File: config.mk
export PLATFORM = sky130hd
export DESIGN_NAME = dragon_jump
export DESIGN_NICKNAME = d
export VERILOG_FILES = /design/src/rtl/dragon_jump.sv
export SDC_FILE = /design/constraint.sdc
export NUM_CORES = 1
export LEC_CHECK = 0
export CORE_MARGIN = 10
export CORE_UTILIZATION = 54
export CTS_CLUSTER_DIAMETER = 120
export DETAILED_ROUTE_END_ITERATION = 6
export PLACE_DENSITY = 0.77
export SLEW_MARGIN = 0
export SYNTH_ARGS = -nofsm -noshare
export SYNTH_HDL_FRONTEND = slang
export SYNTH_SLANG_ARGS = --single-unit
File: constraint.sdc
create_clock -name pixel_clk -period 3.6 [get_ports pixel_clk]
set_input_delay 0.54 -clock pixel_clk [delete_from_list [all_inputs] [get_ports pixel_clk]]
set_output_delay 0.54 -clock pixel_clk [all_outputs]
set_load 0.01 [all_outputs]
File: src/rtl/dragon_jump.sv
// rtl/dragon_jump.sv - vertical-motion controller for the dragon sprite
module dragon_jump #(
  parameter int unsigned GROUND_Y = 400,
  parameter int unsigned TOP_Y    = 40,
  parameter int unsigned JUMP_V0  = 15,
  parameter int unsigned GRAVITY  = 1,
  parameter int unsigned MAX_FALL = 15
) (
  input  logic       pixel_clk,
  input  logic       rst,
  input  logic       update,
  input  logic       jump_btn,
  output logic [9:0] dragon_y,
  output logic       airborne,
  output logic       rising,
  output logic       landed
);

  localparam logic [10:0] LP_GROUND = 11'(GROUND_Y);
  localparam logic [10:0] LP_TOP    = 11'(TOP_Y);
  localparam logic [5:0]  LP_V0     = 6'(JUMP_V0);
  localparam logic [5:0]  LP_GRAV   = 6'(GRAVITY);
  localparam logic [5:0]  LP_MAXF   = 6'(MAX_FALL);

  typedef enum logic [1:0] {
    S_GROUND = 2'd0,
    S_RISE   = 2'd1,
    S_FALL   = 2'd2
  } state_t;

  state_t      r_state;
  state_t      w_state_nxt;
  logic [5:0]  r_vel;
  logic [5:0]  w_vel_nxt;
  logic [9:0]  r_y;
  logic [9:0]  w_y_nxt;
  logic        w_landed_nxt;
  logic        r_landed;
  logic        r_airborne;
  logic        r_rising;
  logic        r_sync1;
  logic        r_sync2;
  logic        r_sync3;
  logic        r_pending;
  logic        w_jump_edge;
  logic [10:0] w_rise_y;
  logic [6:0]  w_fall_sum;
  logic [5:0]  w_fall_v;
  logic [10:0] w_fall_y;

  // r_sync3 is the previous synchronized sample, so the edge is a rise seen at the sync output.
  assign w_jump_edge = r_sync2 & ~r_sync3;

  // Upward step may go negative, so it is evaluated one bit wider and compared signed.
  assign w_rise_y   = {1'b0, r_y} - {5'b0, r_vel};
  // Seven-bit sum cannot wrap for 6-bit operands; the clamp caps it at terminal speed.
  assign w_fall_sum = {1'b0, r_vel} + {1'b0, LP_GRAV};
  assign w_fall_v   = (w_fall_sum > {1'b0, LP_MAXF}) ? LP_MAXF : w_fall_sum[5:0];
  assign w_fall_y   = {1'b0, r_y} + {5'b0, w_fall_v};

  // Button synchronizer and edge-detect history.
  always_ff @(posedge pixel_clk) begin
    if (rst) begin
      r_sync1 <= 1'b0;
      r_sync2 <= 1'b0;
      r_sync3 <= 1'b0;
    end else begin
      r_sync1 <= jump_btn;
      r_sync2 <= r_sync1;
      r_sync3 <= r_sync2;
    end
  end

  // Pending jump: any tick in the air drops it, a tick on the ground consumes it.
  always_ff @(posedge pixel_clk) begin
    if (rst) begin
      r_pending <= 1'b0;
    end else if (update && (r_state != S_GROUND)) begin
      r_pending <= 1'b0;
    end else if (update && (r_pending || w_jump_edge)) begin
      r_pending <= 1'b0;
    end else if (w_jump_edge) begin
      r_pending <= 1'b1;
    end
  end

  // Trajectory next-state: everything holds unless a tick is present.
  always_comb begin
    w_state_nxt  = r_state;
    w_vel_nxt    = r_vel;
    w_y_nxt      = r_y;
    w_landed_nxt = 1'b0;
    if (update) begin
      case (r_state)
        S_GROUND: begin
          if (r_pending || w_jump_edge) begin
            w_state_nxt = S_RISE;
            w_vel_nxt   = LP_V0;
          end
        end
        S_RISE: begin
          if ($signed(w_rise_y) < $signed(LP_TOP)) begin
            w_y_nxt     = LP_TOP[9:0];
            w_vel_nxt   = 6'd0;
            w_state_nxt = S_FALL;
          end else begin
            w_y_nxt = w_rise_y[9:0];
            if (r_vel <= LP_GRAV) begin
              w_vel_nxt   = 6'd0;
              w_state_nxt = S_FALL;
            end else begin
              w_vel_nxt = r_vel - LP_GRAV;
            end
          end
        end
        S_FALL: begin
          if (w_fall_y >= LP_GROUND) begin
            w_y_nxt      = LP_GROUND[9:0];
            w_vel_nxt    = 6'd0;
            w_state_nxt  = S_GROUND;
            w_landed_nxt = 1'b1;
          end else begin
            w_y_nxt   = w_fall_y[9:0];
            w_vel_nxt = w_fall_v;
          end
        end
        default: begin
          w_state_nxt = S_GROUND;
        end
      endcase
    end
  end

  // State, speed, position and flag registers; flags derive from the next state so they stay registered.
  always_ff @(posedge pixel_clk) begin
    if (rst) begin
      r_state    <= S_GROUND;
      r_vel      <= 6'd0;
      r_y        <= LP_GROUND[9:0];
      r_landed   <= 1'b0;
      r_airborne <= 1'b0;
      r_rising   <= 1'b0;
    end else begin
      r_state    <= w_state_nxt;
      r_vel      <= w_vel_nxt;
      r_y        <= w_y_nxt;
      r_landed   <= w_landed_nxt;
      r_airborne <= (w_state_nxt != S_GROUND);
      r_rising   <= (w_state_nxt == S_RISE);
    end
  end

  assign dragon_y = r_y;
  assign airborne = r_airborne;
  assign rising   = r_rising;
  assign landed   = r_landed;

endmodule

==> results of run 1 <==
## layout make-up
| type | count | share of cell area (%) |
|---|---|---|
| Tap cell | 52 | 2.15 |
| Clock inverter | 1 | 0.248 |
| Timing Repair Buffer | 44 | 12.5 |
| Sequential cell | 25 | 16.7 |
| Inverter | 21 | 2.60 |
| Multi-Input combinational cell | 263 | 64.5 |
| Clock buffer | 3 | 1.36 |
## synth_stat cells (all sizes together), types with 2 or more instances
master | n | area, um2
a211o | 2 | 17.5
a211oi | 10 | 87.6
a21o | 7 | 52.6
a21oi | 26 | 130
a221oi | 5 | 43.8
a311oi | 4 | 35.0
a31o | 2 | 17.5
a31oi | 6 | 37.5
a41oi | 2 | 17.5
and2 | 3 | 18.8
and3 | 2 | 12.5
buf | 8 | 45.0
clkbuf | 9 | 33.8
dfxtp | 25 | 500
fa | 2 | 40.0
ha | 21 | 263
inv | 21 | 78.8
mux2i | 2 | 20.0
nand2 | 18 | 67.6
nand2b | 12 | 75.1
nand3 | 10 | 50.1
nand4 | 5 | 31.3
nor2 | 30 | 115
nor2b | 8 | 50.1
nor3 | 13 | 70.1
nor4 | 10 | 83.8
o2111a | 2 | 22.5
o2111ai | 2 | 17.5
o211ai | 4 | 35.0
o21a | 4 | 30.0
o21ai | 12 | 60.1
o31ai | 7 | 57.6
or2 | 2 | 12.5
or3 | 3 | 18.8
or4 | 2 | 15.0
xnor2 | 9 | 78.8
## power by group
group	total [mW]	internal (mW)	switching, mW
clock network	0.179	0.0788	0.100
logic	0.316	0.133	0.183
registers	0.303	0.289	0.0146
total	0.799	0.501	0.298
## logic make-up after synthesis
group,count (synthesis),share of synthesized area [%]
adders and majority gates,23,12.2
buffers and inverters,38,6.36
DFF,25,20.2
other,1,0.151
xor gates and xnor gates,10,3.53
and+or+nand+nor,120,25.8
AOI/OAI and AO/OA,106,30.9
muxes,2,0.807
## sequential cells by signal, indices dropped and copies added, names as in the netlist
| name | flops |
|---|---|
| r_sync2 | 1 |
| airborne | 1 |
| dragon_y | 10 |
| r_pending | 1 |
| r_state | 2 |
| r_sync3 | 1 |
| r_vel | 6 |
| r_sync1 | 1 |
| rising | 1 |
| landed | 1 |
## what timing repair did
| action | CTS | global route |
|---|---|---|
| setup buffers | 1 | 4 |
| setup endpoints to repair | 9 | 16 |
| gates resized for setup | 5 | 25 |
| pin swaps | 1 | 15 |
| hold endpoints to repair | 0 | 0 |
## per-layer routing
| metal | up-vias | wire length (um) | share of wire [%] | global-route usage (%) |
|---|---|---|---|---|
| met1 | 1215 | 3260 | 45 | 24.5 |
| li1 | 1273 | - | - | - |
| met2 | 106 | 3310 | 46 | 29.2 |
| met5 | - | 0 | 0 | 0 |
| met4 | 0 | 184 | 2.6 | 6.38 |
| met3 | 18 | 431 | 6.0 | 2.32 |
## worst max-delay path: stages (launching register included)
cell      delay [ns]
dfxtp_4         0.37
ha_4            0.17
nand3_4         0.08
a21oi_2         0.04
mux2i_2         0.22
nor2_2          0.09
nand2_1         0.08
ha_2            0.17
inv_1           0.06
fa_2            0.34
nand2b_4        0.16
a211o_4         0.36
buf_4           0.14
o211ai_1        0.28
a31oi_4         0.18
nor2_4          0.28
buf_4           0.17
a21oi_1         0.05
a211oi_1        0.22
## how the worst max path moves through the flow
stage / endpoint / slack (ns) / cells after the start
after floorplan: airborne$_SDFF_PP0_ / 0.005 / 16
after global placement: airborne$_SDFF_PP0_ / 0.01 / 17
after detailed placement: airborne$_SDFF_PP0_ / -0.14 / 17
after CTS: airborne$_SDFF_PP0_ / -0.02 / 17
after global routing: dragon_y[3]$_SDFFE_PP0P_ / -0.09 / 18
final: dragon_y[3]$_SDFFE_PP0P_ / 0.04 / 18
## per-stage QoR
step	setup WS, ns	utilization (%)	TNS [ns]	power, mW
floorplan	0.00523	-	0	0.515
global placement	0.0129	63.5	0	0.593
detailed placement	-0.143	63.5	-0.412	0.598
CTS	-0.0197	65.4	-0.0197	0.781
global route	-0.0893	68.7	-0.645	0.847
finish	0.0427	68.7	0	0.799
==> run_results.csv, run 1 <==
group,metric,value,unit
hold_path,hold_end,"r_sync2$_SDFF_PP0_",
sta,finClkSkew,0.00197,ns
detailed_routing,wl_per_cell,17.6,um
hold_path,min_path_type,"flip-flop to flip-flop",
global_routing,grt_pass1_vias,2436,
detailed_routing,wl,7180,um
synthesis,avgSynthCellArea,7.63,um2
sta,slew_headroom,61.9,%
sta,period_share,98.8,%
detailed_routing,firstDrtPassIters,6,
finish,design_area,3030,um2
sta,tightest_slew,0.569,ns
cts,cts.sinks,25,
cts,cts_buffer_depth,2,
detailed_routing,vias,2612,
sta,hold_violations,0,
sta,rsz0062_at_grt,"yes",
finish,syn_to_final_growth,22.3,%
placement,hpwlAfterDp,5250,um
cts,tritoncts,"built",
finish,num_antenna_cells,0,
synthesis,synth_cell_types,63,
detailed_routing,vias_per_cell,6.39,
sta,setup_violations,0,
finish,final_net_count,385,
critical_path,startpoint_type,"flip-flop",
sta,max_clock_freq,281,MHz
critical_path,worstPathRequired,3.79,ns
critical_path,reg2regPathDepth,18,
critical_path,end_kind,"flip-flop",
synthesis,async_flop_share,0,%
cts,path_clk_slew,0.09,ns
synthesis,syn_area,2480,um2
detailed_routing,drt_iter0_markers,251,
global_routing,antenna_found_initial,0,
finish,drive_gt1_share,19.3,%
cts,htreeDepth,1,
hold_path,hold-path-cell-count,1,
synthesis,ys.flop_type,"dfxtp_1",
placement,portBuffers,16,
sta,slew_viol_final,0,
power_and_ir_drop,cellLeakagePower,1.12,nW
floorplanning,die_w,87.8,um
placement,finalWeightedCongestion,0.935,
finish,fillers,364,
job,max-cap-violations,0,
floorplanning,floorplan.initialDensity,56.2,%
placement,placed_area,2800,um2
detailed_routing,route.antenna.remaining_nets,0,
synthesis,syn_inst,325,
hold_path,hold_path.startpoint,"r_sync1$_SDFF_PP0_",
placement,placedCellCount,400,
finish,mostFrequentLayoutCell,"nor2_1",
power_and_ir_drop,p_per_area,263,nW/um2
floorplanning,die_h,87.8,um
floorplanning,core_area,4410,um2
critical_path,critPathArrivalTime,3.75,ns
finish,mostFrequentLayoutCells,"28 x nor2_1, 26 x buf_4, 23 x dfxtp_1",
critical_path,critPathKind,"flip-flop to flip-flop",
synthesis,synth_edf_count,0,
global_routing,track_usage,18.3,%
critical_path,crit_path_max_fanout,8,
floorplanning,dieArea,7700,um2
finish,finalNonFillerCells,409,
power_and_ir_drop,ir_drop,0.000199,V
finish,ff_latch_area,505,um2
critical_path,setup.worst_path.start,"r_vel[0]$_SDFFE_PP0P_",
floorplanning,rows,24,
critical_path,r2r-start,"r_vel[0]$_SDFFE_PP0P_",
global_routing,grt.overflow.total,0,
synthesis,yosys_warnings,0,
cts,clk_latency,0.28,ns
synthesis,yosys_register_bits,25,
cts,cts-hold-fix-buffers,0,
detailed_routing,drc,0,
critical_path,r2r_slack,0.04,ns
global_routing,grt_max_degree,18,
global_routing,grt_pass1_wl,11700,um
sta,min_period,3.56,ns
sta,holdWs,0.464,ns
cts,numCtsBuffers,3,
finish,multi_input_area,1960,um2
synthesis,yosysSeqAreaShare,20.2,%
status,outcome,"complete, no violations",
cts,clock-root-buffer,"clkbuf_8",
critical_path,rr_endpoint,"dragon_y[3]$_SDFFE_PP0P_",
floorplanning,num_io_pins,17,
No activity file was read; power rests on OpenSTA's default activity.
==> inputs of run 2 (changes only) <==
- PLACE_DENSITY: 0.77 -> default
- PLACE_DENSITY_LB_ADDON: default -> 0.15
- SKIP_LAST_GASP: default -> 1
==> run 2 against run 1 <==
Compared with the run above:
- via count rose by 1.8%
- clock skew rose by 0.0037 ns
- critical path depth fell by 4
- clock power rose by 3%
- critical path type unchanged
- largest power group unchanged
- highest routed layer unchanged
==> run_results.csv, run 2 (synthesis gave the netlist of run 1 again) <==
group,metric,value,unit
finish,largest_reg_flops,10,
floorplanning,core_area,4410,um2
status,outcome,"complete, no violations",
finish,drive_gt1_share,21.2,%
detailed_routing,vias,2659,
cts,clk_latency,0.28,ns
critical_path,cp_num_buf_inv,0,
finish,fillers,349,
sta,slew_viol_final,0,
finish,design_area,3090,um2
placement,hpwlAfterDp,5250,um
critical_path,crit_family,"compound AO/OA/AOI/OAI gates",
global_routing,use_met3,3.16,%
floorplanning,rows,24,
detailed_routing,drc,0,
critical_path,cp_slowest_cell,"or3_4",
global_routing,grt_max_degree,19,
critical_path,worstPathRequired,3.78,ns
sta,fin_tns_setup,0,ns
power_and_ir_drop,p_int,0.506,mW
power_and_ir_drop,clockPowerShare,22.6,%
sta,holdWs,0.454,ns
global_routing,grt_pass1_vias,2485,
power_and_ir_drop,p_per_area,265,nW/um2
finish,final_net_count,382,
placement,placed_area,2780,um2
hold_path,min_path_type,"flip-flop to flip-flop",
sta,period_share,97.8,%
sta,tightest_slew,0.592,ns
power_and_ir_drop,power.share.switching,38.2,%
critical_path,startpoint_type,"flip-flop",
placement,portBuffers,16,
cts,cts.sinks,25,
floorplanning,die_w,87.8,um
global_routing,track_usage,18.3,%
sta,max_clock_freq,284,MHz
power_and_ir_drop,finalPower,0.819,mW
finish,syn_to_final_growth,24.7,%
sta,setup_violations,0,
global_routing,grt.busiest_layer,"met2",
cts,numCtsBuffers,3,
power_and_ir_drop,cellLeakagePower,1.10,nW
finish,mostFrequentLayoutCells,"26 x nor2_1, 23 x dfxtp_1, 23 x buf_4",
detailed_routing,wl_per_cell,18.5,um
power_and_ir_drop,p_switching,0.312,mW
sta,finClkSkew,0.00568,ns
finish,num_antenna_cells,0,
detailed_routing,wl,7510,um
power_and_ir_drop,p_comb_share,40.2,%
placement,finalWeightedCongestion,0.932,
sta,hold_violations,0,
cts,clock-root-buffer,"clkbuf_8",
detailed_routing,firstDrtPassIters,5,
finish,mostFrequentLayoutCell,"nor2_1",
critical_path,crit_top_cell,"ha_4",
detailed_routing,route.antenna.remaining_nets,0,
cts,tritoncts,"built",
job,max-cap-violations,0,
floorplanning,die_h,87.8,um
power_and_ir_drop,seqPwrFrac,37.2,%
power_and_ir_drop,ir_drop,0.000149,V
cts,path_clk_slew,0.10,ns
global_routing,use_met1,25.3,%
global_routing,grtUsageMet2,27.6,%
sta,rsz0062_at_grt,"yes",
critical_path,crit_path_max_fanout,4,
sta,slew_headroom,60.5,%
floorplanning,dieArea,7700,um2
critical_path,crit_chain,"ha_4 -> nand3_4 -> a21oi_4 -> mux2i_4 -> or3_4 -> ha_4 -> a211o_4 -> a211oi_2 -> a31oi_1 -> a31o_2 -> a31oi_4 -> o22ai_2 -> a32o_2 -> a311o_1",
sta,min_period,3.52,ns
global_routing,grt.overflow.total,0,
critical_path,end_kind,"flip-flop",
cts,cts_buffer_depth,2,
critical_path,cpPeakStageDelay,0.41,ns
global_routing,antenna_found_initial,0,
detailed_routing,drt_iter0_markers,328,
global_routing,grt_pass1_wl,11800,um
floorplanning,floorplan.initialDensity,56.2,%
cts,htreeDepth,1,
critical_path,critPathKind,"flip-flop to flip-flop",
floorplanning,num_io_pins,17,
critical_path,critPathArrivalTime,3.70,ns
detailed_routing,vias_per_cell,6.55,
-- run 2: through the flow --
step / worst slack (ns) / util (%) / std cells
3_5_place_dp: -0.0976 / 63.0 / 397
2_1_floorplan: 0.00523 / - / 326
5_1_grt: -0.0860 / 70.1 / 406
6_report: 0.0786 / 70.1 / 406
3_3_place_gp: -0.0740 / 63.0 / 397
4_1_cts: 0.0140 / 64.5 / 401
-- run 2: layout make-up --
class / count / area [um2] / area share [%]
repair buffers: 41 / 355 / 11.5
inverters: 21 / 78.8 / 2.55
clock buffers: 3 / 41.3 / 1.33
well taps: 52 / 65.1 / 2.10
flip-flops and latches: 25 / 503 / 16.3
clock inverters: 1 / 7.51 / 0.243
multi-input cells: 263 / 2040 / 66.0
-- run 2: worst paths after layout --
| path | start | to | slack [ns] | cells past startpoint |
|---|---|---|---|---|
| setup / recovery | r_vel[1]$_SDFFE_PP0P_ | airborne$_SDFF_PP0_ | 0.08 | 14 |
| hold / removal | r_sync1$_SDFF_PP0_ | r_sync2$_SDFF_PP0_ | 0.45 | 1 |
| setup reg to reg | r_vel[1]$_SDFFE_PP0P_ | airborne$_SDFF_PP0_ | 0.08 | 14 |
| hold reg to reg | r_sync1$_SDFF_PP0_ | r_sync2$_SDFF_PP0_ | 0.45 | 1 |
-- run 2: power by group through the flow --
stage / combinational [mW] / clock [mW] / sequential, mW
floorplan: 0.207 / 0 / 0.308
global placement: 0.287 / 0 / 0.306
detailed placement: 0.290 / 0 / 0.307
CTS: 0.295 / 0.185 / 0.301
global route: 0.360 / 0.192 / 0.306
finish: 0.329 / 0.185 / 0.304
-- run 2: layer usage --
metal  up-vias  routed length [um]
met2       105                3420
li1       1263                   -
met5         -                   0
met1      1271                3450
met3        20                 444
met4         0                 186
-- run 2: repair_timing --
item,CTS,global route
gates resized for setup,3,43
hold buffers,0,0
pin swaps,1,21
endpoints found under the setup margin,4,15
buffers inserted,0,5
cloned,0,0
==> inputs of run 3 (changes only) <==
- CORE_ASPECT_RATIO: default -> 1.25
- GPL_TIMING_DRIVEN: default -> 1
==> run 3 against run 2 <==
Compared with the run above:
- core utilization about the same
- die area up 0.22%
- clock skew fell by 0.0017 ns
- combinational power is essentially flat
- sequential share of layout area increased by 0.12 points
- final area is 0.28% higher
- total power shrank 1.4%
- worst hold slack gained 0.0081 ns
- first-iteration DRC count shrank 59%
- global-route usage fell by 0.27 points
- clock power decreased by 5%
- via count down 0.19%
==> run_results.csv, run 3 (synthesis gave the netlist of run 1 again) <==
group,metric,value,unit
status,outcome,"complete, no violations",
sta,min_period,3.53,ns
job,max-cap-violations,0,
critical_path,rr_endpoint,"airborne$_SDFF_PP0_",
finish,num_antenna_cells,0,
critical_path,r2r_slack,0.07,ns
placement,portBuffers,16,
sta,slew_viol_final,0,
sta,tightest_slew,0.602,ns
sta,slew_headroom,59.8,%
detailed_routing,vias_per_cell,6.33,
power_and_ir_drop,finalPower,0.807,mW
sta,period_share,97.9,%
critical_path,crit_path_max_fanout,5,
placement,dp_worst_setup_slack,-0.0510,ns
power_and_ir_drop,cellLeakagePower,1.14,nW
cts,clock-root-buffer,"clkbuf_8",
critical_path,cpPeakStageDelay,0.37,ns
cts,cts-hold-fix-buffers,0,
cts,htreeDepth,1,
detailed_routing,vias,2654,
detailed_routing,drt_iter0_markers,134,
floorplanning,num_io_pins,17,
detailed_routing,route.antenna.remaining_nets,0,
critical_path,critPathKind,"flip-flop to flip-flop",
global_routing,grt.overflow.total,0,
floorplanning,floorplan.initialDensity,56.0,%
global_routing,grt_pass1_wl,11500,um
critical_path,r2r-start,"r_vel[0]$_SDFFE_PP0P_",
global_routing,track_usage,18.0,%
detailed_routing,wl,7350,um
finish,largest_reg_flops,10,
sta,finClkSkew,0.00400,ns
cts,tritoncts,"built",
cts,clk_latency,0.27,ns
hold_path,hold_end,"r_sync2$_SDFF_PP0_",
placement,finalWeightedCongestion,1.01,
sta,fin_tns_setup,0,ns
detailed_routing,wl_per_cell,17.5,um
critical_path,cp_slowest_cell,"dfxtp_4",
cts,cts_buffer_depth,2,
critical_path,reg2regPathDepth,18,
critical_path,startpoint_type,"flip-flop",
critical_path,worstPathRequired,3.77,ns
sta,max_clock_freq,284,MHz
placement,placedCellCount,409,
detailed_routing,firstDrtPassIters,5,
finish,finalNonFillerCells,419,
floorplanning,dieArea,7720,um2
global_routing,grt_pass1_vias,2501,
finish,mostFrequentLayoutCells,"31 x buf_4, 27 x nor2_1, 23 x dfxtp_1",
floorplanning,die_h,95.8,um
finish,mostFrequentLayoutCell,"buf_4",
sta,setup_violations,0,
finish,final_net_count,389,
critical_path,crit_chain,"ha_4 -> nand3_4 -> a21oi_2 -> mux2i_2 -> nor2_2 -> nand2_1 -> ha_2 -> inv_1 -> fa_2 -> nand2b_4 -> a211o_4 -> a21oi_4 -> o211ai_1 -> a31oi_1 -> buf_4 -> o22ai_4 -> a32o_2 -> a311o_1",
global_routing,grt_max_degree,28,
cts,cts.sinks,25,
power_and_ir_drop,p_per_area,260,nW/um2
cts,path_clk_slew,0.10,ns
finish,syn_to_final_growth,25.1,%
critical_path,setup.worst_path.start,"r_vel[0]$_SDFFE_PP0P_",
hold_path,hold_path.startpoint,"r_sync1$_SDFF_PP0_",
floorplanning,core_area,4430,um2
hold_path,hold-path-cell-count,1,
floorplanning,die_w,80.6,um
global_routing,antenna_found_initial,0,
finish,ff_latch_area,508,um2
hold_path,min_path_type,"flip-flop to flip-flop",
critical_path,end_kind,"flip-flop",
finish,fillers,357,
power_and_ir_drop,ir_drop,0.000132,V
detailed_routing,drc,0,
finish,drive_gt1_share,21.3,%
cts,numCtsBuffers,3,
finish,multi_input_area,1990,um2
floorplanning,rows,27,
critical_path,critPathArrivalTime,3.69,ns
sta,setup_slack,0.0743,ns
placement,hpwlAfterDp,5360,um
sta,hold_violations,0,
[run 3: stage by stage]
| stage | area (um2) | hold slack (ns) | utilization (%) |
|---|---|---|---|
| 6_report | 3100 | 0.462 | 70.1 |
| 3_5_place_dp | 2830 | 0.441 | 64.0 |
| 3_3_place_gp | 2830 | 0.421 | 64.0 |
| 4_1_cts | 2910 | 0.464 | 65.8 |
| 5_1_grt | 3100 | 0.474 | 70.1 |
| 2_1_floorplan | 2480 | 0.414 | - |
[run 3: per-layer routing]
| metal | wire (um) | track usage [%] | vias to the layer above |
|---|---|---|---|
| li1 | - | - | 1283 |
| met1 | 3050 | 20.6 | 1279 |
| met2 | 3860 | 33.0 | 76 |
| met3 | 299 | 2.71 | 16 |
| met4 | 139 | 6.03 | 0 |
| met5 | 0 | 0 | - |
[run 3: timing repair]
item / in CTS / in global routing
endpoints found under the setup margin: 3 / 15
endpoints found under the hold margin: 0 / 0
pin swaps: 1 / 12
resized for setup: 5 / 32
setup buffers: 1 / 6
[run 3: critical path, delay by kind of cell (launching register included)]
family | cells | cell delay [ns]
flops | 1 | 0.37
buf+inv | 2 | 0.24
fa+ha+maj | 3 | 0.68
simple gates | 4 | 0.42
mux | 1 | 0.24
compound gates | 8 | 1.44
[run 3: cell type report]
cell class                 count  area share [%]
inverter                      21            2.54
tap                           58            2.34
sequential                    25            16.4
clock buffer                   3            1.33
timing repair buffer          48            13.0
multi-input combinational    263            64.1
clock inverter                 1           0.242
[run 3: worst max path at each step]
stage	slack, ns	endpoint	depth (start not counted)
floorplan	0.005	airborne$_SDFF_PP0_	16
global placement	0.05	airborne$_SDFF_PP0_	18
detailed placement	-0.05	airborne$_SDFF_PP0_	18
CTS	0.02	airborne$_SDFF_PP0_	18
global route	-0.05	airborne$_SDFF_PP0_	18
finish	0.07	airborne$_SDFF_PP0_	18
[run 3: power breakdown]
group	leakage (nW)	internal [mW]	total, mW	switching [mW]
Combinational	0.918	0.140	0.327	0.187
Clock	0.0217	0.0785	0.176	0.0979
Sequential	0.205	0.288	0.303	0.0148
